File: config.mk
export PLATFORM = sky130hd
export DESIGN_NAME = store_result_port
export DESIGN_NICKNAME = d
export VERILOG_FILES = /design/src/rtl/store_result_port_pkg.sv /design/src/rtl/store_result_port_fifo.sv /design/src/rtl/store_result_port.sv
export SDC_FILE = /design/constraint.sdc
export NUM_CORES = 1
export LEC_CHECK = 0
export ABC_AREA = 0
export CAP_MARGIN = 20
export CORE_ASPECT_RATIO = 1.75
export CORE_MARGIN = 8
export CORE_UTILIZATION = 35
export DETAILED_ROUTE_END_ITERATION = 7
export GPL_TIMING_DRIVEN = 0
export PLACE_DENSITY = 0.64
export RECOVER_POWER = 50
export SYNTH_ARGS = -nofsm -noshare
export SYNTH_HDL_FRONTEND = slang
export SYNTH_HIERARCHICAL = 1
export SYNTH_SLANG_ARGS = --single-unit
File: constraint.sdc
create_clock -name clk -period 4.1 [get_ports clk]
set_clock_uncertainty 0.15 [all_clocks]
set_input_delay 0.41 -clock clk [delete_from_list [all_inputs] [get_ports clk]]
set_output_delay 0.41 -clock clk [all_outputs]
set_load 0.1 [all_outputs]
File: src/rtl/store_result_port_pkg.sv
// Shared types and default addresses for the store result port.
// Latency: n/a (definitions only). Backpressure: n/a.
package store_result_port_pkg;

    typedef enum logic [1:0] {
        ST_RUN     = 2'd0,
        ST_DONE    = 2'd1,
        ST_TIMEOUT = 2'd2
    } state_t;

    localparam logic [31:0] DEF_RESULT_ADDR    = 32'd80;
    localparam logic [31:0] DEF_LOG_ADDR       = 32'd84;
    localparam int          DEF_TIMEOUT_CYCLES = 500;

endpackage

File: src/rtl/store_result_port_fifo.sv
// Generic log FIFO: registered storage, head visible one cycle after push into empty.
// Latency: 1 cycle push-to-head. Backpressure: push is dropped when full unless a pop happens on the same edge.
module result_fifo #(
    parameter int WIDTH = 32,
    parameter int DEPTH = 4
) (
    input  logic             clk,
    input  logic             reset,
    input  logic             push,
    input  logic [WIDTH-1:0] push_data,
    input  logic             pop,
    output logic [WIDTH-1:0] pop_data,
    output logic             full,
    output logic             empty
);

    localparam int AW = (DEPTH > 1) ? $clog2(DEPTH) : 1;

    logic [WIDTH-1:0] mem [DEPTH];
    logic [AW-1:0]    rd_ptr;
    logic [AW-1:0]    wr_ptr;
    logic [AW:0]      count;
    logic             do_pop;
    logic             do_push;

    assign empty   = (count == '0);
    assign full    = (count == (AW+1)'(DEPTH));
    assign do_pop  = pop && !empty;
    // A pop on the same edge frees the slot, so a full FIFO still takes the push.
    assign do_push = push && (!full || do_pop);

    // Stale storage is masked so the head reads zero whenever the FIFO is empty.
    assign pop_data = empty ? '0 : mem[rd_ptr];

    always_ff @(posedge clk) begin
        if (!reset) begin
            rd_ptr <= '0;
            wr_ptr <= '0;
            count  <= '0;
        end else begin
            if (do_push) wr_ptr <= wr_ptr + AW'(1);
            if (do_pop)  rd_ptr <= rd_ptr + AW'(1);
            count <= count + (AW+1)'(do_push) - (AW+1)'(do_pop);
        end
    end

    always_ff @(posedge clk) begin
        if (reset && do_push) mem[wr_ptr] <= push_data;
    end

endmodule

File: src/rtl/store_result_port.sv
// Snoops processor stores: captures the final result, queues trace-log words, runs a watchdog.
// Latency: 1 cycle store-to-flag/head. Backpressure: log words are dropped (overflow) when the FIFO is full.
module store_result_port
    import store_result_port_pkg::*;
#(
    parameter logic [31:0] RESULT_ADDR    = DEF_RESULT_ADDR,
    parameter logic [31:0] LOG_ADDR       = DEF_LOG_ADDR,
    parameter int          FIFO_DEPTH     = 4,
    parameter int          TIMEOUT_CYCLES = DEF_TIMEOUT_CYCLES
) (
    input  logic        clk,
    input  logic        reset,
    input  logic        memwrite,
    input  logic [31:0] dataadr,
    input  logic [31:0] writedata,
    output logic        out_valid,
    input  logic        out_ready,
    output logic [31:0] out_data,
    output logic [31:0] result,
    output logic        done,
    output logic        timeout,
    output logic        overflow,
    output logic [15:0] cycles
);

    localparam logic [15:0] LAST_CYCLE = 16'(TIMEOUT_CYCLES - 1);

    state_t state;
    logic   accept;
    logic   hit_result;
    logic   hit_log;
    logic   pop;
    logic   fifo_full;
    logic   fifo_empty;

    assign accept     = memwrite && (state == ST_RUN);
    assign hit_result = accept && (dataadr == RESULT_ADDR);
    assign hit_log    = accept && (dataadr == LOG_ADDR);
    assign out_valid  = !fifo_empty;
    assign pop        = out_valid && out_ready;

    result_fifo #(
        .WIDTH (32),
        .DEPTH (FIFO_DEPTH)
    ) u_fifo (
        .clk       (clk),
        .reset     (reset),
        .push      (hit_log),
        .push_data (writedata),
        .pop       (pop),
        .pop_data  (out_data),
        .full      (fifo_full),
        .empty     (fifo_empty)
    );

    // cycles only advances while the FSM stays in RUN, so it freezes on the exit edge.
    always_ff @(posedge clk) begin
        if (!reset) begin
            state    <= ST_RUN;
            result   <= '0;
            done     <= 1'b0;
            timeout  <= 1'b0;
            overflow <= 1'b0;
            cycles   <= '0;
        end else begin
            if (hit_log && fifo_full && !pop) overflow <= 1'b1;
            case (state)
                ST_RUN: begin
                    if (hit_result) begin
                        result <= writedata;
                        done   <= 1'b1;
                        state  <= ST_DONE;
                    end else if (cycles == LAST_CYCLE) begin
                        timeout <= 1'b1;
                        state   <= ST_TIMEOUT;
                    end else begin
                        cycles <= cycles + 16'd1;
                    end
                end
                ST_DONE:    ;
                ST_TIMEOUT: ;
                default:    state <= ST_RUN;
            endcase
        end
    end

endmodule

==> results.ini <==
[pwr]
share_comb_of_total_power_pct = 3.4
cell_internal_pwr_mw = 3.024
leak_pwr_nw = 3.381
power.clock.fraction_pct = 43.4
total_power_mw = 3.842
vdd.ir_drop.worst_uv = 230.4
power.density_nw_per_um2 = 377.8
p_sw_share_pct = 21.28
power_frac_seq_pct = 53.3
net_switching_power_figure_mw = 0.8174

[yosys]
number_of_flops_mapped_to_enable_cells_by_yosys = 128
syn_inst = 489
share_of_synthesized_flip_flops_with_an_asynchronous_set_or_reset_pct = 0
avgSynthCellArea_um2 = 15.78
yosysUniqueCellTypes = 48
synth.cell_area_um2 = 7715
yosysWarnings = 6
synth.net_count = 565
postSynth.topFlopCell = sky130_fd_sc_hd__edfxtp_1
ys_seq_elements = 190
seq_area_frac_synth_pct = 65.91

[worst_setup_path]
worst-path-max-fanout = 11
r2r.worst_path.cells = 11
critical_path_class = register to output pin
rr_startpoint = u_fifo/count[1]
critical_path.cell_chain = nor3_4 > clkbuf_1 > nor2b_1 > clkdlybuf4s50_1
crit-reg2reg-capture = u_fifo/count[2]
critical_path_at_ns = 3.05
max_stage_delay_ns = 1.01
startpoint_type = register
end_kind = output pin
crit_required_ns = 3.54
crit_slowest_cell = sky130_fd_sc_hd__clkdlybuf4s50_1
worst-r2r-setup-slack_ns = 0.52

[drt]
route.antenna.remaining_nets = 0
vias = 4697
post_drt_wl_per_cell_um = 18.75
post_drt_via_cell_ratio = 4.852
totalWireLength_um = 18150
drc = 0
dr.pass1.iters = 6
drt-initial-drc-count = 225

[floorplan]
standard_cell_row_count = 72
die-height_um = 212.4
die_outline_area_um2 = 27240
chipWidth_um = 128.2
io_pins = 152
fp.coreArea_um2 = 21890
initial_core_util_pct = 35.24

[timing]
final_critical_path_setup_slack_ns = 0.4875
max_clock_freq_mhz = 276.8
grt_setup_unrepaired = no
final-max-slew-violation-count = 8
min_period_ns = 3.613
final-setup-viol-count = 0
fin_crit_sh_pct = 88.11
hold_violations = 0
max-slew-margin-rel_pct = -26.05
worstMarginPinSlew_ns = 1.874

[placed_design]
placedCellCount = 936
preCtsSetupSlack_ns = 0.2861
place.port_buffers = 151
placed_cell_area_um2 = 9602
hpwl_um = 12970
globalplace.congestion = 0.8149

[cts]
postCtsSetupRepairBufs = 0
clk_latency_ns = 0.43
cts_inserted_buffers = 17
cts_sink_cnt = 190
postCtsResizedCells = 0
clk_pin_slew_worst_paths_ns = 0.07
hold_buffers = 0
clock-root-buffer = sky130_fd_sc_hd__clkbuf_16
htree_levels = 4
clock_tree_from_tritoncts = done
clock_buffer_depth = 2

[worst_hold_path]
min-delay-path-class = register to register
worst_hold_path.endpoint = overflow
timing.hold.worst.start = overflow
worst_hold_path.num_cells = 2

[run_status]
violations = max-capacitance violations, max-slew violations
run_status = finished with violations

[final_layout]
layout.cells.most_common = sky130_fd_sc_hd__edfxtp_1
finalInstanceArea_um2 = 10170
insertedDiodeCount = 0
areaGrowthSynthToFinish_pct = 31.80
finalNonFillerCells = 968
area_of_the_multi_input_gates_um2 = 2382
final-seq-area_um2 = 5085
fillerInstances = 1947
most-common-layout-cells = sky130_fd_sc_hd__edfxtp_1, sky130_fd_sc_hd__clkdlybuf4s50_1, sky130_fd_sc_hd__dlygate4sd3_1
nets = 735
post_route_cells_drive_above_1_share_pct = 14.43

[grt]
globalRoute.totalOverflow = 0
grt_pass1_vias = 5207
grt_use_total_pct = 13.79
antenna_found_initial = 1
grt_pass1_wl_um = 27900
grt_max_degree = 33

[job]
cap_viol_max_count = 1

## registers in the layout, indices dropped and copies added (netlist names), named ones only
signal and count:
result 32, cycles 16, state 2, timeout 1
u_fifo/wr_ptr 2, done 1, u_fifo/count 3, u_fifo/rd_ptr 2
u_fifo/mem 128, overflow 1
## per-stage QoR
step / hold slack, ns / utilization (%) / TNS (ns)
finish: 0.3173 / 46.45 / 0
global route: 0.3460 / 46.45 / 0
CTS: 0.3294 / 46.60 / 0
detailed placement: 0.3119 / 43.86 / 0
global placement: 0.2956 / 43.84 / -29.77
floorplan: 0.2879 / - / 0
## kinds of logic (layout without fill, tap and decap cells)
group | after synthesis | after routing | share of synthesized area, %
compound gates | 43 | 43 | 3.714
xor+xnor | 3 | 3 | 0.3406
fa+ha+maj | 8 | 8 | 1.395
buf+inv | 36 | 219 | 2.887
flops | 190 | 190 | 65.91
mux | 66 | 66 | 13.85
simple gates | 143 | 143 | 11.90
## power groups by stage
stage	Clock [mW]	Sequential [mW]	Combinational, mW
2_1_floorplan	0	2.11	0.0182
3_5_place_dp	0	2.09	0.138
4_1_cts	1.71	2.05	0.139
3_3_place_gp	0	2.09	0.134
5_1_grt	1.78	2.05	0.139
6_report	1.67	2.05	0.130
## worst max-delay path: cells and delay by family (launching register included)
kind	cells	cell delay, ns
simple gates	2	0.61
buf+inv	2	1.64
flops	1	0.37
## synth_stat cells, types with 2 or more instances
cell type,count,area [um2]
sky130_fd_sc_hd__a21oi_1,16,80.08
sky130_fd_sc_hd__and2_1,5,31.28
sky130_fd_sc_hd__and3_1,5,31.28
sky130_fd_sc_hd__buf_12,3,60.06
sky130_fd_sc_hd__buf_2,7,35.03
sky130_fd_sc_hd__buf_6,4,45.04
sky130_fd_sc_hd__clkbuf_1,9,33.78
sky130_fd_sc_hd__dfxtp_1,62,1241
sky130_fd_sc_hd__edfxtp_1,128,3844
sky130_fd_sc_hd__ha_1,7,87.58
sky130_fd_sc_hd__inv_1,13,48.80
sky130_fd_sc_hd__mux2i_1,34,340.3
sky130_fd_sc_hd__mux4_1,2,52.55
sky130_fd_sc_hd__mux4_2,30,675.7
sky130_fd_sc_hd__nand2_1,15,56.30
sky130_fd_sc_hd__nand3_1,2,10.01
sky130_fd_sc_hd__nand4_1,8,50.05
sky130_fd_sc_hd__nor2_1,36,135.1
sky130_fd_sc_hd__nor2b_1,25,156.4
sky130_fd_sc_hd__nor2b_4,9,123.9
sky130_fd_sc_hd__nor3_1,3,15.01
sky130_fd_sc_hd__nor4_1,4,25.02
sky130_fd_sc_hd__nor4_2,4,50.05
sky130_fd_sc_hd__o211ai_1,2,15.01
sky130_fd_sc_hd__o21ai_0,6,30.03
sky130_fd_sc_hd__o31ai_1,11,82.58
sky130_fd_sc_hd__o31ai_2,2,25.02
sky130_fd_sc_hd__or2_2,2,12.51
sky130_fd_sc_hd__or3_1,5,31.28
sky130_fd_sc_hd__or4_1,10,75.07
sky130_fd_sc_hd__xnor2_1,3,26.28
## worst max path at each step
stage	startpoint	to	slack, ns	cells past startpoint
after floorplan	dataadr[3]	u_fifo/mem[2][0]	1.12	5
after global placement	dataadr[6]	u_fifo/mem[3][13]	-0.24	6
after detailed placement	dataadr[12]	u_fifo/mem[1][18]	0.29	6
after CTS	u_fifo/count[1]	out_data[2]	0.51	4
after global routing	u_fifo/count[1]	u_fifo/count[2]	0.22	11
final	u_fifo/count[1]	out_data[30]	0.49	4
## metal layers
metal / track usage (%) / vias up / routed length, um
met5: 0 / - / 11
met4: 6.801 / 2 / 467
met3: 4.771 / 27 / 1262
met2: 25.68 / 161 / 10090
met1: 12.99 / 2292 / 6317
li1: - / 2215 / -
## cell type report
| cell class | count | share of cell area (%) |
|---|---|---|
| inverter | 13 | 0.4799 |
| clock inverter | 15 | 1.723 |
| sequential | 190 | 50.01 |
| multi-input combinational | 263 | 23.43 |
| tap | 296 | 3.642 |
| timing repair buffer | 151 | 14.86 |
| clock buffer | 17 | 4.184 |
| buffer | 23 | 1.673 |
(Power assumes the default switching activity.)
